==> src/rtl/cas_tape_loader_if.sv <==
// cas_tape_loader_if: HPS ioctl download stream (HPS side drives, loader receives)
interface cas_tape_loader_if;
    logic        download;
    logic [7:0]  index;
    logic        wr;
    logic [24:0] addr;
    logic [7:0]  data;
    modport master (output download, index, wr, addr, data);
    modport slave  (input  download, index, wr, addr, data);
endinterface

==> src/rtl/cas_tape_loader.sv <==
// cas_tape_loader: captures CAS ioctl downloads into cassette SRAM, tracks tape length/overflow, muxes SRAM address with the player.
// Optional CAS_CHECKSUM_EN adds csum_o (mod-256 sum of bytes written by the last load) and csum_valid_o.
module cas_tape_loader #(
    parameter logic [7:0] TAPE_INDEX = 8'd2,
    parameter int         ADDR_W     = 16
) (
    input  logic              clk,
    input  logic              reset_n,
    cas_tape_loader_if.slave  ioctl,
    input  logic [ADDR_W-1:0] play_addr_i,
    output logic [ADDR_W-1:0] ram_addr_o,
    output logic [7:0]        ram_din_o,
    output logic              ram_we_o,
    output logic [ADDR_W:0]   tape_len_o,
    output logic              tape_loaded_o,
    output logic              tape_end_o,
    output logic              rewind_o,
    output logic              overflow_o,
    output logic              loading_o
`ifdef CAS_CHECKSUM_EN
    ,
    output logic [7:0]        csum_o,
    output logic              csum_valid_o
`endif
);
    typedef enum logic [1:0] {IDLE, LOAD, COMMIT} state_t;

    state_t            state_q, state_d;
    logic              sel, sel_q, start, in_range, accept, drop;
    logic [ADDR_W:0]   new_len, tape_len_q;
    logic [ADDR_W-1:0] ram_addr_q;
    logic [7:0]        ram_din_q;
    logic              ram_we_q, tape_loaded_q, overflow_q, rewind_q;

    assign sel      = ioctl.download & (ioctl.index == TAPE_INDEX);
    assign start    = (state_q == IDLE) & sel & ~sel_q;
    assign in_range = (ioctl.addr >> ADDR_W) == 25'd0;
    // Strobes are taken on any LOAD cycle, so a byte coinciding with the download falling edge still lands.
    assign accept   = (state_q == LOAD) & ioctl.wr & in_range;
    assign drop     = (state_q == LOAD) & ioctl.wr & ~in_range;
    assign new_len  = {1'b0, ioctl.addr[ADDR_W-1:0]} + {{ADDR_W{1'b0}}, 1'b1};

    // Next-state: IDLE waits for a tape download edge, LOAD runs until the download drops, COMMIT lasts one cycle.
    always_comb begin
        state_d = state_q;
        state_d = (state_q == IDLE) ? (start ? LOAD : IDLE) :
                  (state_q == LOAD) ? (sel ? LOAD : COMMIT) : IDLE;
    end

    // State register and download-select edge detector.
    always_ff @(posedge clk or negedge reset_n) begin
        if (!reset_n) begin
            state_q <= IDLE;
            sel_q   <= 1'b0;
        end else begin
            state_q <= state_d;
            sel_q   <= sel;
        end
    end

    // SRAM port: loader write one cycle after its strobe, otherwise the player address (held during LOAD).
    always_ff @(posedge clk or negedge reset_n) begin
        if (!reset_n) begin
            ram_addr_q <= '0;
            ram_din_q  <= '0;
            ram_we_q   <= 1'b0;
        end else begin
            ram_we_q   <= accept;
            ram_din_q  <= accept ? ioctl.data : ram_din_q;
            ram_addr_q <= accept ? ioctl.addr[ADDR_W-1:0] : (state_q == LOAD) ? ram_addr_q : play_addr_i;
        end
    end

    // Tape status: length grows to the highest byte written, overflow is sticky, loaded/rewind settle at COMMIT.
    always_ff @(posedge clk or negedge reset_n) begin
        if (!reset_n) begin
            tape_len_q    <= '0;
            tape_loaded_q <= 1'b0;
            overflow_q    <= 1'b0;
            rewind_q      <= 1'b0;
        end else begin
            tape_len_q    <= start ? '0 : (accept && new_len > tape_len_q) ? new_len : tape_len_q;
            overflow_q    <= start ? 1'b0 : drop ? 1'b1 : overflow_q;
            tape_loaded_q <= start ? 1'b0 : (state_q == COMMIT) ? (tape_len_q != '0) : tape_loaded_q;
            rewind_q      <= start | (state_q == COMMIT);
        end
    end

    assign ram_addr_o    = ram_addr_q;
    assign ram_din_o     = ram_din_q;
    assign ram_we_o      = ram_we_q;
    assign tape_len_o    = tape_len_q;
    assign tape_loaded_o = tape_loaded_q;
    assign overflow_o    = overflow_q;
    assign rewind_o      = rewind_q;
    assign loading_o     = (state_q == LOAD);
    assign tape_end_o    = tape_loaded_q & (state_q != LOAD) & ({1'b0, play_addr_i} >= tape_len_q);

`ifdef CAS_CHECKSUM_EN
    logic [7:0] csum_q;

    // Running mod-256 sum of accepted bytes, restarted at each load.
    always_ff @(posedge clk or negedge reset_n) begin
        if (!reset_n) csum_q <= '0;
        else          csum_q <= start ? 8'd0 : accept ? csum_q + ioctl.data : csum_q;
    end

    assign csum_o       = csum_q;
    assign csum_valid_o = tape_loaded_q;
`endif
endmodule

==> src/flat_wrapper.sv <==
// flat-port wrapper written by rule: the top's interface ports become plain ports
module cas_tape_loader_flat 
#(
    parameter logic [7:0] TAPE_INDEX = 8'd2,
    parameter int         ADDR_W     = 16
)
  (clk, reset_n, play_addr_i, ram_addr_o, ram_din_o, ram_we_o, tape_len_o, tape_loaded_o, tape_end_o, rewind_o, overflow_o, loading_o, ioctl_download, ioctl_index, ioctl_wr, ioctl_addr, ioctl_data);
  cas_tape_loader_if ioctl_i ();
  input  logic clk;
  input  logic reset_n;
  input  logic [ADDR_W-1:0] play_addr_i;
  output logic [ADDR_W-1:0] ram_addr_o;
  output logic [7:0] ram_din_o;
  output logic ram_we_o;
  output logic [ADDR_W:0] tape_len_o;
  output logic tape_loaded_o;
  output logic tape_end_o;
  output logic rewind_o;
  output logic overflow_o;
  output logic loading_o;
  input wire logic [$bits(ioctl_i.download)-1:0] ioctl_download;
  input wire logic [$bits(ioctl_i.index)-1:0] ioctl_index;
  input wire logic [$bits(ioctl_i.wr)-1:0] ioctl_wr;
  input wire logic [$bits(ioctl_i.addr)-1:0] ioctl_addr;
  input wire logic [$bits(ioctl_i.data)-1:0] ioctl_data;
  assign ioctl_i.download = ioctl_download;
  assign ioctl_i.index = ioctl_index;
  assign ioctl_i.wr = ioctl_wr;
  assign ioctl_i.addr = ioctl_addr;
  assign ioctl_i.data = ioctl_data;
  cas_tape_loader #(.TAPE_INDEX(TAPE_INDEX), .ADDR_W(ADDR_W)) u_core (.clk(clk), .reset_n(reset_n), .ioctl(ioctl_i), .play_addr_i(play_addr_i), .ram_addr_o(ram_addr_o), .ram_din_o(ram_din_o), .ram_we_o(ram_we_o), .tape_len_o(tape_len_o), .tape_loaded_o(tape_loaded_o), .tape_end_o(tape_end_o), .rewind_o(rewind_o), .overflow_o(overflow_o), .loading_o(loading_o));
endmodule
==> config.mk <==
export PLATFORM = sky130hd
export DESIGN_NAME = cas_tape_loader_flat
export DESIGN_NICKNAME = d
export VERILOG_FILES = /design/src/rtl/cas_tape_loader_if.sv /design/src/rtl/cas_tape_loader.sv /design/src/flat_wrapper.sv
export SDC_FILE = /design/constraint.sdc
export NUM_CORES = 1
export LEC_CHECK = 0
export BUFFER_PORTS_ARGS = -buffer_cell sky130_fd_sc_hd__buf_2
export CAP_MARGIN = 20
export CORE_ASPECT_RATIO = 2
export CORE_MARGIN = 3
export CORE_UTILIZATION = 50
export CTS_CLUSTER_SIZE = 12
export DETAILED_ROUTE_END_ITERATION = 16
export HOLD_SLACK_MARGIN = 0.12
export PLACE_DENSITY = 0.79
export SYNTH_ARGS = -nofsm -noshare
export SYNTH_HDL_FRONTEND = slang
export SYNTH_SLANG_ARGS = --single-unit
==> constraint.sdc <==
create_clock -name clk -period 3.5 [get_ports clk]
set_clock_uncertainty 0.2 [all_clocks]
set_input_delay 0.7 -clock clk [delete_from_list [all_inputs] [get_ports clk]]
set_output_delay 0.7 -clock clk [all_outputs]
set_load 0.01 [all_outputs]
==> flow_summary.yaml, run 1 <==
outcome:
  status: "finished clean"
detailed_routing:
  drc: 0
  via_count: 3105
  wire_per_inst_um: 18.2
  viasPerCell: 5.57
  ant_nets: 0
  drt-pass1-iter-count: 4
  routed_wirelength_um: 10200
  drt-initial-drc-count: 215
yosys:
  synth-seq-cells: 48
  syn_nets: 415
  post-synth-top-count-cell: "dfrtp_1"
  synth_edf_count: 0
  netlist_area_mm2: 0.00322
  synth.distinct_cells: 48
  synth-main-ff-cell: "dfrtp_1"
  netlist_top_cells_area: "dfrtp_1 (37%), ha_1 (13%), mux2_2 (5.3%), nand2_1 (5.0%), mux2_4 (3.7%)"
  synthArstFlopShare_pct: 100
  yosys.area.top_type_share_pct: 37.4
  avgSynthCellArea_um2: 10.0
  yosysWarnings: 0
  synth_cells: 320
  yosysSeqAreaShare_pct: 37.4
  synth_top_area_cell: "dfrtp_1"
  ys_top_cells_by_count: "dfrtp_1 (48), nand2_1 (43), ha_1 (34), inv_1 (26)"
power:
  netSwitchingPower_uw: 329
  switching_share_pct: 25.5
  p_int_uw: 960
  p_comb_share_pct: 17.2
  ir_worst_vdd_mv: 0.333
  leakage_nw: 2.39
  pwr_density_cell_mw_per_mm2: 283
  clock_power_share_pct: 38.5
  pwr-share-seq_pct: 44.2
cells_and_area:
  multiInputGateArea_mm2: 0.00203
  nFillCells: 469
  seq_area_mm2: 0.00120
  design_area_mm2: 0.00456
  area_growth_pct: 41.9
  antenna_cells: 0
  final_nets: 567
  drive_above_1_share_pct: 44.4
floorplanning:
  io_pins: 108
  num_rows: 40
  core_mm2: 0.00611
  die_w_um: 62.7
  die-area_mm2: 0.00749
  start_util_pct: 52.7
  die-height_um: 119
placement:
  dpl-instance-area_mm2: 0.00405
  place.gp.congestion: 0.922
  port_buffers: 107
  hpwlAfterDp_um: 7320
global_routing:
  grt_start_max_net_pins: 49
  grt_pass1_vias: 3428
  grt_pass1_wl_um: 15900
  gr-total-overflow: 0
  antenna_found_initial: 0
  grtUsageTotal_pct: 27.1
sta:
  rsz0062_at_grt: "true"
  hold_viol: 0
  slew_headroom_pct: 55.0
  worst_pin_slew_ps: 675
  fin_tns_setup_ps: 0
  max_freq_mhz: 289
  setup_viol: 0
  min_period_ps: 3470
  drv_slew: 0
  min_period_over_period_pct: 99.0
run:
  maxCapViolCount: 0
cts:
  clkLatencyLatePin_ps: 300
  cts_num_sinks: 48
  htreeDepth: 2
  cts-buffers-inserted: 5
  cts_tree: "built"
  cts_hold_buffers: 0
  clk_path_buf_depth: 2
  cts_root_buf: "clkbuf_16"
  path_clk_slew_ps: 70
worst_setup_path:
  cp_num_buf_inv: 5
  setup.worst_path.class: "input port to register"
  crit_top_cell: "buf_4"
  cp_max_fo: 6
  r2r_cells: 8
  slowest_stage: "nor4_4"
  cp-start-kind: "input port"
  end_kind: "register"
  crit_chain: "buf_6, ha_4, nand4_1, buf_4, buf_4, nor2_4, xor2_1, ha_1, nand4_1, buf_4, nor4_4, a21oi_2, a22oi_4, buf_8, mux2_4"
  path_delay_family: "buffers and inverters"
  cp.required_ps: 3480
  crit_cells: 15
  slowest_delay_ps: 350
  crit_arrival_ps: 3440
worst_hold_path:
  min_path_type: "input port to async pin"
==> power groups by stage <==
| stage | clock network [mW] | registers [mW] | logic, mW |
|---|---|---|---|
| 4_1_cts | 0.502 | 0.570 | 0.207 |
| 2_1_floorplan | 0 | 0.586 | 0.0757 |
| 6_report | 0.497 | 0.570 | 0.222 |
| 3_3_place_gp | 0 | 0.580 | 0.179 |
| 3_5_place_dp | 0 | 0.581 | 0.185 |
| 5_1_grt | 0.524 | 0.571 | 0.242 |
==> repair_timing <==
| item | in CTS | in global routing |
|---|---|---|
| setup buffers | 20 | 5 |
| gates resized for setup | 19 | 22 |
| pin swaps | 10 | 14 |
| endpoints found under the setup margin | 7 | 16 |
| gates cloned | 1 | 0 |
==> worst paths after layout <==
check,startpoint,end,slack (ps)
max,ioctl_addr[0],u_core.tape_len_o[5]$_DFFE_PN0P_,30
max in group asynchronous,reset_n,u_core.ram_addr_o[7]$_DFFE_PN0P_,2360
min reg2reg,u_core.sel_q$_DFF_PN0_,u_core.state_q[0]$_DFF_PN0_,250
min in group clk,u_core.sel_q$_DFF_PN0_,u_core.state_q[0]$_DFF_PN0_,250
min,reset_n,u_core.ram_addr_o[15]$_DFFE_PN0P_,210
max reg2reg,u_core.tape_len_o[4]$_DFFE_PN0P_,u_core.tape_len_o[5]$_DFFE_PN0P_,850
==> cell families after synthesis <==
logic type	after synthesis	share of synthesized area, %
compound gates	49	11.6
simple gates	115	19.9
flops	48	37.4
xor+xnor	14	3.81
mux	25	9.61
fa+ha+maj	34	13.2
buf+inv	35	4.47
==> final cells by class <==
cell class,instances,share of cell area (%)
clock buffers,6,3.04
clock inverters,2,0.329
inverters,26,2.14
multi-input cells,237,44.5
flip-flops and latches,48,26.3
well taps,84,2.30
repair buffers,154,21.3
==> sequential cells by signal, indices dropped and copies added (netlist names) <==
| register | flops |
|---|---|
| u_core.rewind_o | 1 |
| u_core.tape_loaded_o | 1 |
| u_core.overflow_o | 1 |
| u_core.ram_addr_o | 16 |
| u_core.sel_q | 1 |
| u_core.tape_len_o | 17 |
| u_core.ram_din_o | 8 |
| u_core.state_q | 2 |
| u_core.ram_we_o | 1 |
==> through the flow <==
stage          cells  utilization [%]  worst slack, ps  hold slack (ps)  power (mW)
6_report         557             74.7             33.9              209        1.29
3_3_place_gp     525             66.3             -156              234       0.759
3_5_place_dp     525             66.3             -253              245       0.765
4_1_cts          554             73.1            -16.8              254        1.28
2_1_floorplan    320                -             10.7              204       0.661
5_1_grt          557             74.7            -98.1              238        1.34
==> placed cells by master, fill, tap and decap left out, types with 3 or more instances in the layout <==
master / n
xnor2_2: 4
nor4_1: 4
nor3_1: 4
a22oi_1: 15
clkbuf_16: 5
buf_4: 45
ha_1: 32
dfrtp_1: 48
nor2b_1: 5
buf_6: 6
xnor2_1: 4
a21o_1: 4
nand4_1: 7
nor2_1: 8
xor2_1: 6
and2_1: 8
mux2_2: 8
mux2_4: 15
and2_0: 7
nand2_1: 42
buf_8: 3
o21ai_0: 3
buf_2: 99
nand3_1: 6
a21oi_1: 10
inv_1: 26
==> layer usage <==
metal | up-vias | wire [µm] | track usage, %
li1 | 1439 | - | -
met1 | 1501 | 3430 | 25.8
met2 | 122 | 5770 | 51.8
met3 | 43 | 485 | 5.28
met4 | 0 | 467 | 16.3
met5 | - | 0 | 0
Power figures use the tool's default switching activity.
==> run 2: changes to the inputs <==
- clock period: 3.5 -> 3.3 ns (I/O delays scaled with it)
==> run 2 against run 1 <==
Against the previous run:
- the run now ends with setup timing left
- non-clock buffer count rose by 6
- power rose by 14%
- register-to-register slack worse by 150 ps
- critical path type unchanged
- highest routed layer unchanged
- critical endpoint is now u_core.tape_len_o[9]$_DFFE_PN0P_
- first-iteration DRC count decreased by 45%
==> flow_summary.yaml, run 2 (same netlist as run 1, synthesis figures left out) <==
outcome:
  status: "finished with violations"
  violations: "setup timing"
worst_hold_path:
  min_path_type: "input port to async pin"
cts:
  cts_hold_buffers: 0
  clk_path_buf_depth: 2
  htreeDepth: 2
  path_clk_slew_ps: 60
  cts-buffers-inserted: 5
  cts_tree: "built"
  cts_root_buf: "clkbuf_16"
  clkLatencyLatePin_ps: 290
  cts_num_sinks: 48
placement:
  pre_cts_ws_ps: -475
  port_buffers: 107
  hpwlAfterDp_um: 7500
  placed_cells_incl_taps: 534
  place.gp.congestion: 0.896
floorplanning:
  io_pins: 108
  core_mm2: 0.00611
  start_util_pct: 52.7
  die-height_um: 119
  die_w_um: 62.7
  num_rows: 40
  die-area_mm2: 0.00749
worst_setup_path:
  crit_arrival_ps: 3460
  cp_max_fo: 6
  cp.required_ps: 3270
  slowest_stage: "or4_4"
  crit_chain: "buf_8, buf_6, nand3_4, or4_4, nor2b_2, xor2_1, ha_1, nand4_4, nor4_4, a21oi_2, a22oi_4, buf_12, mux2_4"
  setup.worst_path.class: "input port to register"
  cp-start-kind: "input port"
  end_kind: "register"
  slowest_delay_ps: 590
power:
  pwr_density_cell_mw_per_mm2: 317
  switching_share_pct: 22.6
  p_comb_share_pct: 15.6
  leakage_nw: 2.42
  clock_power_share_pct: 43.4
  netSwitchingPower_uw: 334
  power_mw: 1.48
  p_int_mw: 1.14
  pwr-share-seq_pct: 41.0
  ir_worst_vdd_mv: 0.488
detailed_routing:
  viasPerCell: 5.52
  via_count: 3103
  routed_wirelength_um: 10100
  drt-pass1-iter-count: 4
  wire_per_inst_um: 18.0
  drt-initial-drc-count: 119
  drc: 0
  ant_nets: 0
cells_and_area:
  final_common_cell: "buf_2"
  antenna_cells: 0
  final_nets: 573
  largest_reg_flops: 17
  final_cell_mix: "buf_2 (102), buf_4 (48), dfrtp_1 (45)"
  seq_area_mm2: 0.00120
  stdcell_count: 562
  drive_above_1_share_pct: 46.2
  area_growth_pct: 44.9
  post-route-util_pct: 76.3
  multiInputGateArea_mm2: 0.00206
  nFillCells: 442
sta:
  slew_headroom_pct: 55.8
  worst_hold_slack_ps: 142
  max_freq_mhz: 287
  setup_viol: 17
  rsz0062_at_grt: "true"
  drv_slew: 0
  worst_slack_ps: -187
  hold_viol: 0
  min_period_ps: 3490
  min_period_over_period_pct: 106
  worst_pin_slew_ps: 663
global_routing:
  grtUsageTotal_pct: 26.6
  antenna_found_initial: 0
  grt_start_max_net_pins: 27
  grt_pass1_vias: 3182
  gr-total-overflow: 0
  grt_pass1_wl_um: 15500
run:
  maxCapViolCount: 0
[run 2: cell count changes in the layout (fill, tap and decap cells not counted), moves of 3 or more]
cell / before / now
dfrtp_2: 0 / 3
dfrtp_1: 48 / 45
buf_4: 45 / 48
ha_1: 32 / 29
buf_2: 99 / 102
ha_4: 2 / 5
xnor2_1: 4 / 7
xnor2_2: 4 / 1
[run 2: area by class of cell]
| cell class | count | share of cell area [%] |
|---|---|---|
| Tap cell | 84 | 2.26 |
| Multi-Input combinational cell | 237 | 44.2 |
| Inverter | 26 | 2.10 |
| Clock buffer | 5 | 2.69 |
| Sequential cell | 48 | 25.9 |
| Clock inverter | 2 | 1.29 |
| Timing Repair Buffer | 160 | 21.6 |
[run 2: worst paths after layout]
path / from / endpoint / slack [ps] / cells after the start
worst max-delay path: ioctl_addr[1] / u_core.tape_len_o[9]$_DFFE_PN0P_ / -190 / 13
worst min-delay path: reset_n / u_core.rewind_o$_DFF_PN0_ / 140 / 1
worst max register to register: u_core.tape_len_o[2]$_DFFE_PN0P_ / u_core.tape_len_o[9]$_DFFE_PN0P_ / 700 / 8
worst min register to register: u_core.sel_q$_DFF_PN0_ / u_core.state_q[0]$_DFF_PN0_ / 260 / 1
max in group asynchronous: reset_n / u_core.tape_len_o[5]$_DFFE_PN0P_ / 1990 / 2
min in group clk: u_core.sel_q$_DFF_PN0_ / u_core.state_q[0]$_DFF_PN0_ / 260 / 1
[run 2: per-layer routing]
metal | track usage, % | share of wire, %
met3 | 3.49 | 4.4
met5 | 0 | 0
met4 | 12.7 | 4.7
met1 | 27.2 | 35
met2 | 51.4 | 56
[run 2: what timing repair did]
item | in CTS | in global routing
endpoints found under the setup margin | 16 | 18
gates resized for setup | 26 | 19
cloned | 1 | 0
pin swaps | 21 | 11
buffers inserted | 6 | 15
[run 2: worst max-delay path, delay by kind of cell]
kind | cells | cell delay [ps]
AND/OR/NAND/NOR | 5 | 1290
AO/OA/AOI/OAI | 2 | 400
buffers and inverters | 3 | 350
adder cells (fa/ha/maj) | 1 | 350
multiplexers | 1 | 300
XOR/XNOR | 1 | 90
[run 2: metrics by stage]
step | setup TNS, ps | area, µm²
after detailed placement | -7320 | 4110
after floorplan | -1370 | 3270
after global placement | -6010 | 4110
after CTS | -988 | 4490
after global routing | -4720 | 4660
final | -2940 | 4660
[run 2: power groups by stage]
stage | Combinational, mW | Clock (mW) | Sequential [mW]
floorplan | 0.0803 | 0 | 0.621
global placement | 0.199 | 0 | 0.615
detailed placement | 0.205 | 0 | 0.616
CTS | 0.218 | 0.649 | 0.605
global route | 0.252 | 0.677 | 0.606
finish | 0.231 | 0.640 | 0.605
